$ cat config.mk
export PLATFORM = sky130hd
export DESIGN_NAME = midi_note_tracker
export DESIGN_NICKNAME = d
export VERILOG_FILES = /design/src/rtl/midi_pkg.sv /design/src/rtl/midi_note_tracker.sv
export SDC_FILE = /design/constraint.sdc
export NUM_CORES = 1
export LEC_CHECK = 0
export CAP_MARGIN = 20
export CORE_ASPECT_RATIO = 1.4
export CORE_MARGIN = 1
export CORE_UTILIZATION = 52
export DETAILED_ROUTE_END_ITERATION = 6
export HOLD_SLACK_MARGIN = 0.03
export PLACE_DENSITY = 0.79
export SYNTH_ARGS = -nofsm -noshare
export SYNTH_HDL_FRONTEND = slang
export SYNTH_SLANG_ARGS = --single-unit
$ cat constraint.sdc
create_clock -name i_clk -period 2.58 [get_ports i_clk]
set_input_delay 0.645 -clock i_clk [delete_from_list [all_inputs] [get_ports i_clk]]
set_output_delay 0.645 -clock i_clk [all_outputs]
set_load 0.02 [all_outputs]
$ cat src/rtl/midi_pkg.sv
// Shared MIDI constants, parser state type and message-length helper.
package midi_pkg;

    localparam logic [3:0] ST_NOTE_OFF = 4'h8;
    localparam logic [3:0] ST_NOTE_ON  = 4'h9;
    localparam logic [3:0] ST_CC       = 4'hB;
    localparam logic [7:0] SYS_SYSEX   = 8'hF0;
    localparam logic [7:0] SYS_RT_MIN  = 8'hF8;

    localparam logic [6:0] CC_ALL_SOUND_OFF = 7'd120;
    localparam logic [6:0] CC_ALL_NOTES_OFF = 7'd123;

    typedef enum logic [1:0] {
        S_IDLE,
        S_D1,
        S_D2,
        S_SYSEX
    } parse_state_e;

    function automatic logic [1:0] msg_len(input logic [3:0] typ);
        return (typ == 4'hC || typ == 4'hD) ? 2'd1 : 2'd2;
    endfunction

endpackage

$ cat src/rtl/midi_note_tracker.sv
// MIDI byte-stream parser keeping a monophonic last-note-priority
// note state for the LCD controller and tone generator.
module midi_note_tracker
    import midi_pkg::*;
#(
    parameter logic [3:0] CHANNEL = 4'd0,
    parameter logic       OMNI    = 1'b0
) (
    input  logic       i_clk,
    input  logic       i_res_n,
    input  logic       i_rx_valid,
    input  logic [7:0] i_rx_data,
    output logic       o_note_en,
    output logic [6:0] o_note_num,
    output logic [6:0] o_velocity,
    output logic       o_note_on_stb,
    output logic       o_note_off_stb
);

    parse_state_e state;
    logic [3:0]   rs_type;
    logic [3:0]   rs_chan;
    logic [6:0]   d1;

    logic       is_rt;
    logic       is_chst;
    logic       is_sysex;
    logic       is_syscom;
    logic       is_data;
    logic       accept;
    logic [6:0] d2;
    logic       msg_on;
    logic       msg_off;
    logic       msg_cc_off;

    assign is_rt     = i_rx_data >= SYS_RT_MIN;
    assign is_chst   = i_rx_data[7] && (i_rx_data < SYS_SYSEX);
    assign is_sysex  = i_rx_data == SYS_SYSEX;
    assign is_syscom = i_rx_data[7] && !is_rt && !is_chst && !is_sysex;
    assign is_data   = !i_rx_data[7];
    assign d2        = i_rx_data[6:0];

    assign accept     = OMNI || (rs_chan == CHANNEL);
    assign msg_on     = (rs_type == ST_NOTE_ON) && (d2 != 7'd0);
    assign msg_off    = (rs_type == ST_NOTE_OFF) ||
                        ((rs_type == ST_NOTE_ON) && (d2 == 7'd0));
    assign msg_cc_off = (rs_type == ST_CC) &&
                        ((d1 == CC_ALL_SOUND_OFF) || (d1 == CC_ALL_NOTES_OFF));

    always_ff @(posedge i_clk or negedge i_res_n) begin
        if (!i_res_n) begin
            state          <= S_IDLE;
            rs_type        <= '0;
            rs_chan        <= '0;
            d1             <= '0;
            o_note_en      <= 1'b0;
            o_note_num     <= '0;
            o_velocity     <= '0;
            o_note_on_stb  <= 1'b0;
            o_note_off_stb <= 1'b0;
        end else begin
            o_note_on_stb  <= 1'b0;
            o_note_off_stb <= 1'b0;
            // Real-time bytes fall through untouched, even inside SysEx.
            if (i_rx_valid && !is_rt) begin
                unique case (1'b1)
                    is_chst: begin
                        rs_type <= i_rx_data[7:4];
                        rs_chan <= i_rx_data[3:0];
                        state   <= S_D1;
                    end
                    is_sysex: begin
                        rs_type <= '0;
                        rs_chan <= '0;
                        state   <= S_SYSEX;
                    end
                    is_syscom: begin
                        rs_type <= '0;
                        rs_chan <= '0;
                        state   <= S_IDLE;
                    end
                    is_data: begin
                        case (state)
                            S_D1: begin
                                if (msg_len(rs_type) == 2'd2) begin
                                    d1    <= d2;
                                    state <= S_D2;
                                end
                            end
                            S_D2: begin
                                state <= S_D1;
                                if (accept && msg_on) begin
                                    o_note_en     <= 1'b1;
                                    o_note_num    <= d1;
                                    o_velocity    <= d2;
                                    o_note_on_stb <= 1'b1;
                                end else if (accept && o_note_en &&
                                             ((msg_off && d1 == o_note_num) ||
                                              msg_cc_off)) begin
                                    o_note_en      <= 1'b0;
                                    o_note_off_stb <= 1'b1;
                                end
                            end
                            default: ;
                        endcase
                    end
                    default: ;
                endcase
            end
        end
    end

endmodule

After elaboration in Yosys (flattened, before gate mapping)

Cells that the tools add are included.
Widths: inputs -> output; s select.

Memories: 0
Bits in writable memories: 0
Latch bits: 0
Memory bits (read-only): 0
Bits in registers: 34
Output and inout bits: 17

Multiplexer cells: 18
Equality and inequality tests: 14
Bitwise gates (word level): 1
Magnitude comparators: 2
Multipliers: 0
Shift-type cells: 0
Reduce and logical (&&, ||, !) cells: 32
Add/sub/neg operators: 0
Div/mod/pow operators: 0

Operators with widths:

| operator           | count |
|---|---|
| $eq 4x4->1 const B | 5 |
| $pmux 4 s2         | 2 |
| $reduce_and 4->1   | 4 |
| $eq 7x7->1 const B | 2 |
| $logic_and 1x1->1  | 12 |
| $mux 1             | 11 |
| $eq 8x8->1 const B | 1 |
| $ge 8x8->1 const B | 1 |
| $lt 8x8->1 const B | 1 |
| $pmux 2 s4         | 1 |
| $eq 7x7->1         | 1 |
| $logic_not 7->1    | 1 |
| $reduce_bool 7->1  | 1 |
| $mux 2             | 3 |
| $eq 2x2->1 const B | 2 |
| $logic_not 1->1    | 4 |
| $logic_not 4->1    | 1 |
| $logic_or 1x1->1   | 4 |
| $ne 4x2->1 const B | 1 |
| $ne 4x4->1 const B | 1 |
| $pmux 2 s2         | 1 |
| $reduce_bool 2->1  | 2 |
| $reduce_bool 4->1  | 1 |
| $eq 2x1->1 const B | 1 |
| 3 further kinds    | 3 |

Logic depth before layout (Yosys ltp)

Depth after elaboration: 11
Gate-level depth with buffers: 7
Depth with buffers taken out: 6

Worst setup path before layout

OpenSTA, ideal clock, no wires.

Path kind: input to register
From: in i_rx_data[3]
To: reg o_note_num[0]
Cell stages on the path: 6
Data required time: 2.455 ns
Slack: 0.391 ns
Arrival time: 2.064 ns
Setup time: 0.125 ns
Cell sequence: or4_4 -> o41ai_4 -> or3_1 -> buf_6 -> inv_8 -> mux2_4

Longest elaborated chain between the ends: 4

RTL lines:

| item                                                 | RTL line                                         | text |
|---|---|---|
| from (decl)                                          | midi_note_tracker.sv:12                          | `input logic [7:0] i_rx_data,` |
| $ge 8x8->1 or $reduce_bool 7->1 (tied branches)      | midi_note_tracker.sv:36, midi_note_tracker.sv:44 |  |
| $logic_not 1->1 or $logic_and 1x1->1 (tied branches) | midi_note_tracker.sv:65, midi_note_tracker.sv:44 |  |
| $logic_and 1x1->1 (on tied branches)                 | midi_note_tracker.sv:65, midi_note_tracker.sv:92 |  |
| $reduce_and 4->1 (no line) (*)                       | --                                               |  |
| to (signal assigned)                                 | midi_note_tracker.sv:57                          | `o_note_num <= '0;` |
| to (signal assigned)                                 | midi_note_tracker.sv:94                          | `o_note_num <= d1;` |
| to (decl)                                            | midi_note_tracker.sv:14                          | `output logic [6:0] o_note_num,` |

Every way passes the cells marked *; elsewhere a longest branch is shown, timed or not.
A chain may end at the register's enable or synchronous reset.

Final worst setup path

From: in i_rx_data[3]
To: reg o_note_num[2]

The elaborated chain is that of the path after synthesis.

==> flow_summary_export.csv <==
group,metric,value,unit
final_layout,diodes,0,
synthesis,syn-cell-area,1623,um^2
clocking,ctsHoldBuffers,0,
floorplan,dieArea,3352,um^2
critical_path,worstPathMaxFanout,9,
placed_design,place_ws,-0.1358,ns
clocking,insertion_delay,0.29,ns
critical_path,critPathArrivalTime,2.59,ns
sta,slew_headroom,71.15,%
synthesis,synth_ff_type,"dfrtp_1",
synthesis,yosys-top-cells-area,"dfrtp_1, mux2_2, mux2_4",
floorplan,die_h,68.10,um
power_and_ir_drop,pwr-share-seq,48.8,%
synthesis,yosys.area.top_type,"dfrtp_1",
global_route,grt_overflow,0,
route,drt_pass1_iterations,5,
route,drt_iter0_markers,23,
clocking,clockBufferDepth,2,
route,routed_wl,3602,um
synthesis,synth_most_common_cell,"dfrtp_1",
sta,period_minus_slack,2.418,ns
sta,tightest_slew,0.4328,ns
synthesis,ys_ff_latch,34,
critical_path,cp-start-kind,"input pin",
clocking,cts_max_level,2,
power_and_ir_drop,p_comb_share,28.0,%
run,maxCapViolCount,0,
sta,drv_slew,0,
sta,rsz0062_at_grt,"false",
critical_path,end_kind,"flip-flop",
synthesis,synth_edf_count,0,
sta,setup_ws,0.1624,ns
critical_path,reg2reg_slack,0.55,ns
power_and_ir_drop,switching_share,31.27,%
final_layout,nets,192,
global_route,grt_pass1_vias,1240,
global_route,grt_first_pass_wirelength,5940,um
placed_design,portBuffers,27,
clocking,cts_tree,"yes",
placed_design,gp_congestion,0.8398,
power_and_ir_drop,p_leak,0.9836,nW
floorplan,start_util,55.83,%
power_and_ir_drop,clkPwrFrac,23.3,%
synthesis,synth_top_area_share,52.43,%
synthesis,synth_common_cells,"dfrtp_1, mux2_2, o21ai_0",
final_layout,drive_gt1_share,29.05,%
synthesis,yosysUniqueCellTypes,35,
route,viasPerCell,5.662,
floorplan,ios,28,
route,via_count,1223,
clocking,cts_setup_buffers,0,
floorplan,rows,23,
floorplan,fp.coreArea,2907,um^2
run_status,status,"complete, no violations",
route,drtAntennaViolNets,0,
min_path,hold_depth,2,
route,drcViolationCount,0,
synthesis,async_flop_share,100.0,%
global_route,grt_max_degree,35,
critical_path,worstPathRequired,2.75,ns
clocking,cts_buffers,5,
power_and_ir_drop,p_per_area,736.1,nW/um^2
sta,max_freq,413.6,MHz
floorplan,die_w,49.22,um
placed_design,dp.cells,209,
power_and_ir_drop,internal-power,0.001083,W
clocking,post_cts_resized,0,
clocking,cts.sinks,34,
critical_path,crit_start,"i_rx_data[3]",
clocking,cts.clk_slew.worst_paths,0.06,ns
placed_design,hpwl,2650,um
sta,final.period_utilization,93.71,%
synthesis,synth_nets,144,
sta,hold_viol,0,
synthesis,syn_inst,131,
synthesis,synth-seq-area-share,52.43,%
route,wl_per_cell,16.68,um
critical_path,critPathKind,"in2reg",
sta,setup_viol_count_final,0,
placed_design,dpl_cell_area,2063,um^2
power_and_ir_drop,p_switching,0.0004924,W
critical_path,r2r_start,"rs_type[1]",
synthesis,avgSynthCellArea,12.39,um^2
final_layout,areaGrowthSynthToFinish,31.84,%
global_route,grt.total_usage,24.96,%
final_layout,fin_cells,216,
critical_path,r2r-end,"o_note_num[2]",
final_layout,final_cell_area,2140,um^2
critical_path,ff2ff_path_depth,5,
clocking,cts_root_buf,"clkbuf_8",
sta,finClkSkew,0.003904,ns
critical_path,crit_end,"o_note_num[2]",
synthesis,yosys_warnings,0,
power_and_ir_drop,peakVddDrop,0.5192,mV
min_path,holdCritPathClass,"reg2reg",
global_route,antenna_found_initial,0,
placed cells by master (no fill, tap or decap), types with 2 or more instances in the layout:
| master | count |
|---|---|
| o21ai_0 | 14 |
| nor4_1 | 2 |
| nand4b_1 | 2 |
| nand4_1 | 2 |
| mux2_4 | 7 |
| nand2_1 | 11 |
| buf_4 | 17 |
| o22ai_1 | 2 |
| xor2_1 | 8 |
| mux2_2 | 16 |
| a21oi_1 | 2 |
| clkbuf_1 | 2 |
| clkbuf_8 | 5 |
| clkdlybuf4s50_1 | 27 |
| inv_1 | 6 |
| dfrtp_1 | 34 |
| ha_1 | 2 |
registers in the layout, summed over array words and instances, names as in the netlist:
| name | count |
|---|---|
| state | 2 |
| o_velocity | 7 |
| rs_type | 4 |
| o_note_on_stb | 1 |
| rs_chan | 4 |
| o_note_num | 7 |
| o_note_off_stb | 1 |
| d1 | 7 |
| o_note_en | 1 |
power by group through the flow:
| stage | clock, W | sequential, W | combinational (W) |
|---|---|---|---|
| finish | 0.000367 | 0.000768 | 0.000441 |
| global route | 0.000400 | 0.000784 | 0.000485 |
| CTS | 0.000375 | 0.000767 | 0.000443 |
| detailed placement | 0 | 0.000776 | 0.000438 |
| global placement | 0 | 0.000765 | 0.000422 |
| floorplan | 0 | 0.000773 | 0.000256 |
per-layer routing:
layer / routed length [um] / GRT usage, % / up-vias
li1: - / - / 568
met1: 1421 / 26.12 / 600
met2: 1932 / 46.75 / 47
met3: 180 / 6.667 / 8
met4: 68 / 11.03 / 0
met5: 0 / 0 / -
stage by stage:
step / hold slack (ns) / utilization, % / setup TNS (ns) / total power [W]
CTS: 0.4927 / 73.61 / 0 / 0.001585
floorplan: 0.3494 / - / 0 / 0.001028
finish: 0.4942 / 73.61 / 0 / 0.001575
global placement: 0.4725 / 70.99 / -0.9505 / 0.001187
detailed placement: 0.4750 / 70.99 / -1.707 / 0.001215
global route: 0.5196 / 73.61 / 0 / 0.001668
layout make-up:
type	count	area, um^2
timing repair buffer	45	417.9
fill	209	767.0
tap	37	46.29
multi-input combinational	86	714.4
clock buffer	7	76.32
sequential	34	850.8
inverter	7	33.78
critical path, stage by stage:
cell,delay (ns)
clkdlybuf4s50_1,0.42
or4_4,0.56
o41ai_4,0.26
or3_1,0.21
buf_12,0.14
inv_8,0.05
mux2_4,0.29
how the worst min path moves through the flow:
stage / start / end / slack, ns
floorplan: i_res_n / d1[0] / 0.35
global placement: rs_chan[0] / rs_chan[0] / 0.47
detailed placement: rs_chan[1] / rs_chan[1] / 0.48
CTS: rs_chan[1] / rs_chan[1] / 0.49
global route: o_velocity[3] / o_velocity[3] / 0.52
finish: rs_chan[1] / rs_chan[1] / 0.49
logic make-up (layout without fill, tap and decap cells):
family / count (synthesis) / in the layout / synth area share (%)
XOR/XNOR: 8 / 8 / 4.318
adder cells (fa/ha/maj): 2 / 2 / 1.542
flip-flops: 34 / 34 / 52.43
buffers and inverters: 11 / 59 / 3.546
multiplexers: 23 / 23 / 17.58
AO/OA/AOI/OAI: 26 / 26 / 11.03
AND/OR/NAND/NOR: 27 / 27 / 9.561
Note: power is estimated with default switching activity, not from simulation.
